File: config.mk
export PLATFORM = sky130hd
export DESIGN_NAME = scurve_sweep_ctrl
export DESIGN_NICKNAME = d
export VERILOG_FILES = /design/src/rtl/scurve_sweep_ctrl.sv
export SDC_FILE = /design/constraint.sdc
export NUM_CORES = 1
export LEC_CHECK = 0
export CORE_ASPECT_RATIO = 1.25
export CORE_MARGIN = 2
export CORE_UTILIZATION = 30
export DETAILED_ROUTE_END_ITERATION = 8
export GPL_TIMING_DRIVEN = 0
export PLACE_DENSITY = 0.53
export SLEW_MARGIN = 10
export SYNTH_ARGS = -nofsm -noshare
export SYNTH_HDL_FRONTEND = slang
export SYNTH_SLANG_ARGS = --single-unit
File: constraint.sdc
create_clock -name Clk -period 5.8 [get_ports Clk]
set_input_delay 1.74 -clock Clk [delete_from_list [all_inputs] [get_ports Clk]]
set_output_delay 1.74 -clock Clk [all_outputs]
set_load 0.02 [all_outputs]
File: src/rtl/scurve_sweep_ctrl.sv
// scurve_sweep_ctrl
//   Steps a threshold DAC from Start_Dac to End_Dac. Each point is handled
//   the same way: the DAC is loaded and allowed to settle, then the S-curve
//   counter block is cleared and run. The count it returns is offered on a
//   valid/ready port, and the controller then moves on to the next code.
//   End_Dac is always the last point measured, and the code never wraps.
//
// Ports
//   Clk, reset                      clock; synchronous active-high reset
//   Sweep_Start, Sweep_Stop         start / abort pulses
//   Start_Dac, End_Dac, Dac_Step,
//   Settle_Time                     sweep setup, sampled at Sweep_Start
//   Dac_Code, Dac_Load,
//   Dac_Load_Done                   DAC code, load request, load complete
//   Scurve_Reset_n, Test_Start      clear and enable to the counter block
//   CPT_DONE, CPT_PULSE,
//   CPT_TRIGGER                     counter block completion and counts
//   Result_Data, Result_Valid,
//   Result_Ready                    per-point result:
//                                   {zero pad to 32b, code, pulse, trigger}
//   Sweep_Busy, Sweep_Done          activity level and completion pulse
//
// state    | meaning
// ---------+-----------------------------------------------------------
// IDLE     | waiting for Sweep_Start
// LOAD     | Dac_Load pulse for the current code
// WAIT_DAC | waiting for Dac_Load_Done
// SETTLE   | analog settle time (down-counter)
// CLR      | counter block held in reset for CLR_CYCLES (down-counter)
// RUN      | Test_Start high until CPT_DONE
// OUTPUT   | Result_Valid high until Result_Ready
// NEXT     | finish the sweep or step to the next code

module scurve_sweep_ctrl #(
   parameter int DAC_W      = 10,
   parameter int CLR_CYCLES = 4
) (
   input  logic              Clk,
   input  logic              reset,
   input  logic              Sweep_Start,
   input  logic              Sweep_Stop,
   input  logic [DAC_W-1:0]  Start_Dac,
   input  logic [DAC_W-1:0]  End_Dac,
   input  logic [DAC_W-1:0]  Dac_Step,
   input  logic [15:0]       Settle_Time,
   output logic [DAC_W-1:0]  Dac_Code,
   output logic              Dac_Load,
   input  logic              Dac_Load_Done,
   output logic              Scurve_Reset_n,
   output logic              Test_Start,
   input  logic              CPT_DONE,
   input  logic [15:0]       CPT_PULSE,
   input  logic [15:0]       CPT_TRIGGER,
   output logic [63:0]       Result_Data,
   output logic              Result_Valid,
   input  logic              Result_Ready,
   output logic              Sweep_Busy,
   output logic              Sweep_Done
);

   typedef enum logic [2:0] {
      S_IDLE     = 3'd0,
      S_LOAD     = 3'd1,
      S_WAIT_DAC = 3'd2,
      S_SETTLE   = 3'd3,
      S_CLR      = 3'd4,
      S_RUN      = 3'd5,
      S_OUTPUT   = 3'd6,
      S_NEXT     = 3'd7
   } state_t;

   state_t           state, state_nxt;
   logic [15:0]      cnt;
   logic [15:0]      settle_q;
   logic [DAC_W-1:0] end_q, step_q;
   logic             up_q;
   logic [15:0]      pulse_q, trig_q;
   logic             hold_q;        // forces Scurve_Reset_n low after reset/abort
   logic             abort;
   logic             at_end;
   logic [DAC_W:0]   sum_up, diff_dn;
   logic [DAC_W-1:0] code_step;

   assign abort  = Sweep_Stop && (state != S_IDLE);
   assign at_end = (Dac_Code == end_q);

   // The step is computed one bit wider so that a carry or borrow shows up
   // as an overshoot. Any overshoot is clamped to End_Dac.
   always_comb begin
      sum_up    = {1'b0, Dac_Code} + {1'b0, step_q};
      diff_dn   = {1'b0, Dac_Code} - {1'b0, step_q};
      code_step = end_q;
      if (up_q) begin
         if (sum_up <= {1'b0, end_q})
            code_step = sum_up[DAC_W-1:0];
      end else begin
         if (!diff_dn[DAC_W] && (diff_dn[DAC_W-1:0] >= end_q))
            code_step = diff_dn[DAC_W-1:0];
      end
   end

   always_ff @(posedge Clk) begin
      if (reset) state <= S_IDLE;
      else       state <= state_nxt;
   end

   always_comb begin
      state_nxt = state;
      case (state)
         S_IDLE:     if (Sweep_Start && !Sweep_Stop) state_nxt = S_LOAD;
         S_LOAD:     state_nxt = S_WAIT_DAC;
         S_WAIT_DAC: if (Dac_Load_Done) state_nxt = S_SETTLE;
         S_SETTLE:   if (cnt <= 16'd1) state_nxt = S_CLR;
         S_CLR:      if (cnt <= 16'd1) state_nxt = S_RUN;
         S_RUN:      if (CPT_DONE) state_nxt = S_OUTPUT;
         S_OUTPUT:   if (Result_Ready) state_nxt = S_NEXT;
         S_NEXT:     state_nxt = at_end ? S_IDLE : S_LOAD;
         default:    state_nxt = S_IDLE;
      endcase
      if (abort) state_nxt = S_IDLE;
   end

   always_comb begin
      Dac_Load       = (state == S_LOAD);
      Test_Start     = (state == S_RUN);
      Result_Valid   = (state == S_OUTPUT);
      Sweep_Busy     = (state != S_IDLE);
      Scurve_Reset_n = !((state == S_CLR) || hold_q);
      Sweep_Done     = (state == S_NEXT) && at_end && !Sweep_Stop;
      Result_Data    = {{(32-DAC_W){1'b0}}, Dac_Code, pulse_q, trig_q};
   end

   always_ff @(posedge Clk) begin
      if (reset) begin
         cnt      <= '0;
         settle_q <= '0;
         end_q    <= '0;
         step_q   <= '0;
         up_q     <= 1'b0;
         Dac_Code <= '0;
         pulse_q  <= '0;
         trig_q   <= '0;
         hold_q   <= 1'b1;
      end else begin
         hold_q <= abort;

         // A timer is loaded when its state is entered, and that state is left
         // on terminal count. A load value of 0 or 1 gives a single cycle.
         if ((state_nxt == S_SETTLE) && (state != S_SETTLE))
            cnt <= settle_q;
         else if ((state_nxt == S_CLR) && (state != S_CLR))
            cnt <= 16'(CLR_CYCLES);
         else if (cnt != 16'd0)
            cnt <= cnt - 16'd1;

         if ((state == S_IDLE) && (state_nxt == S_LOAD)) begin
            Dac_Code <= Start_Dac;
            end_q    <= End_Dac;
            step_q   <= (Dac_Step == '0) ? DAC_W'(1) : Dac_Step;
            settle_q <= Settle_Time;
            up_q     <= (Start_Dac <= End_Dac);
         end

         if ((state == S_NEXT) && (state_nxt == S_LOAD))
            Dac_Code <= code_step;

         if ((state == S_RUN) && (state_nxt == S_OUTPUT)) begin
            pulse_q <= CPT_PULSE;
            trig_q  <= CPT_TRIGGER;
         end
      end
   end

endmodule

==> results of run 1 <==
[critical path: stages]
cell	delay, ns
clkbuf_1	0.19
nor2_1	0.17
and4_1	0.26
clkdlybuf4s50_1	0.62
[path summary, 6_finish.rpt]
check | to | depth (start not counted)
setup reg to reg | Dac_Code[0] | 14
setup / recovery | Sweep_Done | 4
hold / removal | cnt[6] | 2
hold reg to reg | cnt[6] | 2
[sequential cells by signal, summed over array words and instances (netlist names)]
register / count
hold_q: 1
Dac_Code: 10
end_q: 10
trig_q: 16
step_q: 10
up_q: 1
state: 3
settle_q: 16
cnt: 16
pulse_q: 16
[synth_stat cells, types with 5 or more instances]
cell      number  area, um2
a211oi_1       9      67.56
a21oi_1       95      475.5
and2_1        10      62.56
buf_4         32      240.2
clkbuf_1      36      135.1
dfxtp_1       99       1982
ha_1          53      663.1
inv_1         52      195.2
nand2_1      168      630.6
nand2b_1       5      31.28
nand3_1       15      75.07
nor2_1        39      146.4
nor2b_1        8      50.05
nor3_1        22      110.1
nor4_1         8      50.05
o211ai_1       6      45.04
o21a_1         5      37.54
o21ai_0       11      55.05
o21ai_1       10      50.05
o221ai_1       9      78.83
o22ai_1       10      62.56
or3_1          7      43.79
xnor2_1       18      157.7
xor2_1        19      166.4
[layout make-up]
cell class / count / share of cell area [%]
timing repair buffer: 140 / 16.69
tap: 274 / 4.083
sequential: 99 / 23.61
inverter: 52 / 2.325
clock inverter: 5 / 0.5365
clock buffer: 11 / 3.010
multi-input combinational: 615 / 44.86
buffer: 74 / 4.888
[per-stage QoR]
stage                     setup WS [ns]  total power [mW]  hold slack [ns]
after floorplan                   1.773             1.411           0.4249
after global placement            1.089             1.653           0.4338
after detailed placement          1.079             1.660           0.4357
after CTS                         1.077             2.272           0.4497
after global routing             0.9628             2.394           0.4701
final                             1.076             2.246           0.4469
[cells by family (layout without fill, tap and decap cells)]
kind of cell    after synthesis  count (layout)  share of synthesized area [%]
other cells                   1              22                        0.05976
fa+ha+maj                    55              55                          11.21
mux                           3               3                         0.5184
flops                        99              99                          31.59
simple gates                313             313                          23.51
compound gates              185             185                          18.31
xor+xnor                     37              37                          5.164
buf+inv                     126             282                          9.651
[layer usage]
| metal | share of wire [%] | global-route usage [%] |
|---|---|---|
| met5 | 0 | 0 |
| met4 | 2.4 | 5.227 |
| met3 | 5.6 | 4.530 |
| met2 | 51 | 31.17 |
| met1 | 41 | 19.41 |
[layout by cell type (no fill, tap or decap), drive strengths merged, types with 3 or more instances in the layout]
| cell | instances |
|---|---|
| a21oi | 95 |
| o21a | 5 |
| a21o | 3 |
| and3 | 4 |
| nor4 | 9 |
| or2 | 3 |
| ha | 53 |
| nand2b | 5 |
| o21ai | 21 |
| nor3 | 24 |
| o22ai | 10 |
| nand3 | 15 |
| o211ai | 6 |
| buf | 38 |
| inv | 54 |
| clkbuf | 47 |
| o31a | 3 |
| o221ai | 9 |
| nand2 | 168 |
| a211oi | 9 |
| or3 | 7 |
| a31oi | 4 |
| nor2b | 8 |
| xor2 | 19 |
| nor2 | 39 |
| or4 | 4 |
| and2 | 10 |
| conb | 22 |
| dfxtp | 99 |
| clkdlybuf4s50 | 140 |
| nor3b | 3 |
| xnor2 | 18 |
[power groups by stage]
stage                     logic [mW]  clock network [mW]  registers, mW
after global routing           0.931               0.647          0.816
final                          0.836               0.603          0.806
after detailed placement       0.837                   0          0.823
after global placement         0.832                   0          0.822
after floorplan                0.602                   0          0.809
after CTS                      0.842               0.623          0.807
==> flow_metrics.env, run 1 <==
export IMPL_outcome="finished clean"
export IMPL_die_area_um2=22100
export IMPL_final_min_clock_period_ns=4.724
export IMPL_pwr_share_seq_pct=35.9
export IMPL_timing_fmax_mhz=211.7
export IMPL_io_pins=165
export IMPL_cp_max_fo=9
export IMPL_dieHeight_um=165.7
export IMPL_peakVddDrop_mv=0.1506
export IMPL_cp_data_arrival_time_ns=2.98
export IMPL_hold_buffers=0
export IMPL_cts_max_level=3
export IMPL_clkSlewWorstSetupHoldPaths_ns=0.07
export IMPL_utilization_pct=40.62
export IMPL_vias=5936
export IMPL_setup_violations=0
export IMPL_synthFlopType="dfxtp_1"
export IMPL_worst_hold_path_type="flip-flop to flip-flop"
export IMPL_fin_setup_tns_ns=0
export IMPL_antenna_found_initial=0
export IMPL_grt_pass1_wl_um=30240
export IMPL_start_util_pct=30.36
export IMPL_synth_edf_count=0
export IMPL_slew_viol_final=0
export IMPL_avgSynthCellArea_um2=7.661
export IMPL_power_switching_mw=0.8004
export IMPL_required_ns=4.06
export IMPL_p_clk_share_pct=26.9
export IMPL_gp_congestion=0.8458
export IMPL_ys_ff_latch=99
export IMPL_powerDensity_nw_per_um2=267.5
export IMPL_dp_hpwl_um=15230
export IMPL_multi_input_area_um2=3766
export IMPL_place_port_buffers=140
export IMPL_final_cell_area_um2=8396
export IMPL_leakagePower_nw=3.298
export IMPL_core_area_um2=20670
export IMPL_synth_async_sr_flop_share_pct=0
export IMPL_slew_headroom_pct=52.63
export IMPL_route_detailed_drc=0
export IMPL_yosys_warnings=0
export IMPL_routed_wl_um=18890
export IMPL_ant_nets=0
export IMPL_wl_per_cell_um=14.87
export IMPL_p_int_mw=1.445
export IMPL_rrSetupSlack_ns=1.35
export IMPL_viasPerCell=4.674
export IMPL_fillers=2177
export IMPL_syn2layout_area_growth_pct=33.80
export IMPL_crit_type="primary input to output pin"
export IMPL_die_w_um=133.4
export IMPL_cts_buffer_depth=2
export IMPL_first_iter_violations=244
export IMPL_drive_gt1_share_pct=6.928
export IMPL_placed_area_um2=8098
export IMPL_synthCells=819
export IMPL_rsz0062_at_grt="false"
export IMPL_synth_cell_types=67
export IMPL_seq_area_frac_synth_pct=31.59
export IMPL_hold_start="settle_q[6]"
export IMPL_ctsResizeCount=0
export IMPL_combPwrFrac_pct=37.2
export IMPL_cts_buffers=9
export IMPL_grt_max_degree=18
export IMPL_maxCapViolCount=0
export IMPL_clock_skew_ns=0.008843
export IMPL_cts_setup_buffers=0
export IMPL_clk_latency_ns=0.35
export IMPL_worstReg2RegStart="step_q[3]"
export IMPL_post_route_period_util_pct=81.45
export IMPL_dp_cells=1254
export IMPL_grt_overflow=0
export IMPL_seq_area_um2=1982
export IMPL_fin_nets=1131
export IMPL_antenna_cells=0
export IMPL_grt_usage_pct=17.14
export IMPL_final_cells=1270
export IMPL_end_kind="output pin"
export IMPL_worst_setup_path_start_kind="primary input"
export IMPL_synth_area_um2=6275
export IMPL_tightest_slew_ns=0.7105
export IMPL_clock_sinks=99
export IMPL_dr_pass1_iters=4
export IMPL_rows=59
export IMPL_crit_start="Sweep_Stop"
export IMPL_switching_share_pct=35.64
export IMPL_tritoncts="built"
export IMPL_grt_pass1_vias=5867
export IMPL_hold_violations=0
export IMPL_cts_root_buf="clkbuf_16"
No activity file was read; power rests on OpenSTA's default activity.
==> run 2: changes to the inputs <==
==> constraint.sdc (replaced) <==
create_clock -name Clk -period 4.6 [get_ports Clk]
set_input_delay 1.38 -clock Clk [delete_from_list [all_inputs] [get_ports Clk]]
set_output_delay 1.38 -clock Clk [all_outputs]
set_load 0.02 [all_outputs]
==> flow_metrics.env, run 2 (synthesis gave the netlist of run 1 again) <==
export IMPL_worst_hold_path_type="flip-flop to flip-flop"
export IMPL_route_detailed_drc=0
export IMPL_crit_slowest_cell="o311ai_0"
export IMPL_core_area_um2=20670
export IMPL_placed_area_um2=8098
export IMPL_cp_max_fo=10
export IMPL_fin_hold_ws_ns=0.4469
export IMPL_required_ns=4.87
export IMPL_ant_nets=0
export IMPL_clock_sinks=99
export IMPL_final_common_cell="nand2_1"
export IMPL_dp_hpwl_um=15230
export IMPL_slew_viol_final=0
export IMPL_die_area_um2=22100
export IMPL_drive_gt1_share_pct=6.928
export IMPL_worstPathCellList="inv_1, ha_1, clkbuf_1, or3_1, o211ai_1, nand2_1, o311ai_0, ha_1, a21oi_1, o211ai_1, o21ai_1, a32oi_1, or3_1, o211ai_1"
export IMPL_peakVddDrop_mv=0.1899
export IMPL_leakagePower_nw=3.299
export IMPL_tightest_slew_ns=0.7102
export IMPL_start_util_pct=30.36
export IMPL_grt_pass1_vias=5867
export IMPL_die_w_um=133.4
export IMPL_cts_max_level=3
export IMPL_antenna_found_initial=0
export IMPL_gp_congestion=0.8458
export IMPL_crit_buf_inv=2
export IMPL_cp_data_arrival_time_ns=4.50
export IMPL_routed_wl_um=18890
export IMPL_viasPerCell=4.674
export IMPL_first_iter_violations=244
export IMPL_fin_setup_tns_ns=0
export IMPL_crit_type="flip-flop to flip-flop"
export IMPL_maxCapViolCount=0
export IMPL_hold_violations=0
export IMPL_grt_overflow=0
export IMPL_io_pins=165
export IMPL_rows=59
export IMPL_dieHeight_um=165.7
export IMPL_worst_setup_path_start_kind="flip-flop"
export IMPL_rsz0062_at_grt="false"
export IMPL_wl_per_cell_um=14.87
export IMPL_powerDensity_nw_per_um2=337.4
export IMPL_clk_latency_ns=0.35
export IMPL_final_cell_area_um2=8396
export IMPL_syn2layout_area_growth_pct=33.80
export IMPL_slew_headroom_pct=52.65
export IMPL_place_port_buffers=140
export IMPL_layout_common_cells="168 x nand2_1, 140 x clkdlybuf4s50_1, 99 x dfxtp_1, 95 x a21oi_1, 53 x ha_1"
export IMPL_cpLargestDelayFamily="compound AO/OA/AOI/OAI gates"
export IMPL_dr_pass1_iters=4
export IMPL_antenna_cells=0
export IMPL_cts_buffer_depth=2
export IMPL_grt_usage_pct=17.14
export IMPL_clock_skew_ns=0.008843
export IMPL_cts_buffers=9
export IMPL_grt_max_degree=18
export IMPL_fin_nets=1131
export IMPL_vias=5936
export IMPL_setup_violations=0
export IMPL_crit_path_frequent_cell="o211ai_1"
export IMPL_post_route_period_util_pct=92.00
export IMPL_timing_fmax_mhz=236.3
export IMPL_slowest_delay_ns=0.51
export IMPL_outcome="finished clean"
export IMPL_clkSlewWorstSetupHoldPaths_ns=0.07
export IMPL_end_kind="flip-flop"
export IMPL_grt_pass1_wl_um=30240
export IMPL_tritoncts="built"
export IMPL_final_min_clock_period_ns=4.232
export IMPL_cts_root_buf="clkbuf_16"
## run 2: cell counts in the layout (fill, tap and decap cells not counted)
Identical to the previous run, type by type.
## run 2: path summary, 6_finish.rpt
kind,startpoint,to,slack [ns],depth (start not counted)
setup / recovery,step_q[3],Dac_Code[0],0.37,14
hold / removal,settle_q[6],cnt[6],0.45,2
setup reg to reg,step_q[3],Dac_Code[0],0.37,14
hold reg to reg,settle_q[6],cnt[6],0.45,2
## run 2: report_power, final
part           internal (mW)  switching [mW]  leakage [nW]  total [mW]
clock network          0.405           0.356         0.144       0.760
logic                  0.484           0.571          2.35        1.06
registers              0.934          0.0829         0.806        1.02
## run 2: cell type report
| type | instances | area [um2] |
|---|---|---|
| Buffer | 74 | 410.4 |
| Clock buffer | 11 | 252.7 |
| Clock inverter | 5 | 45.04 |
| Fill cell | 2177 | 12270 |
| Inverter | 52 | 195.2 |
| Multi-Input combinational cell | 615 | 3766 |
| Sequential cell | 99 | 1982 |
| Tap cell | 274 | 342.8 |
| Timing Repair Buffer | 140 | 1401 |
## run 2: per-layer routing
layer / vias up / track usage, % / wire (um)
met1: 2699 / 19.41 / 7723
met4: 0 / 5.227 / 444
met2: 128 / 31.17 / 9655
li1: 3089 / - / -
met3: 20 / 4.530 / 1067
met5: - / 0 / 0
## run 2: worst register-to-register path, stage by stage (launching register included)
cell and delay, ns:
dfxtp_1 0.44, inv_1 0.08, ha_1 0.26, clkbuf_1 0.21, or3_1 0.41, o211ai_1 0.27, nand2_1 0.13, o311ai_0 0.51
ha_1 0.34, a21oi_1 0.15, o211ai_1 0.10, o21ai_1 0.37, a32oi_1 0.37, or3_1 0.41, o211ai_1 0.09
## run 2: timing repair
item,4_1_cts,5_1_grt
endpoints found under the setup margin,0,8
resized for setup,0,1
hold buffers,0,0
endpoints found under the hold margin,0,0
buffers inserted,0,0
## run 2: per-stage QoR
step | setup slack (ns) | power, mW | cells | utilization, %
2_1_floorplan | 0.8802 | 1.779 | 840 | -
3_3_place_gp | 0.1741 | 2.085 | 1254 | 39.18
3_5_place_dp | 0.1681 | 2.093 | 1254 | 39.18
4_1_cts | 0.1351 | 2.865 | 1270 | 40.62
5_1_grt | 0.005757 | 3.020 | 1270 | 40.62
6_report | 0.3680 | 2.832 | 1270 | 40.62
==> run 3: changes to the inputs <==
--- a/config.mk
+++ b/config.mk
@@ -11,7 +11,7 @@
 export DETAILED_ROUTE_END_ITERATION = 8
 export GPL_TIMING_DRIVEN = 0
 export PLACE_DENSITY = 0.53
-export SLEW_MARGIN = 10
+export SLEW_MARGIN = 20
 export SYNTH_ARGS = -nofsm -noshare
 export SYNTH_HDL_FRONTEND = slang
 export SYNTH_SLANG_ARGS = --single-unit
==> results of run 3 <==
No change in the layout: final DEF, timing and power equal those of run 2.
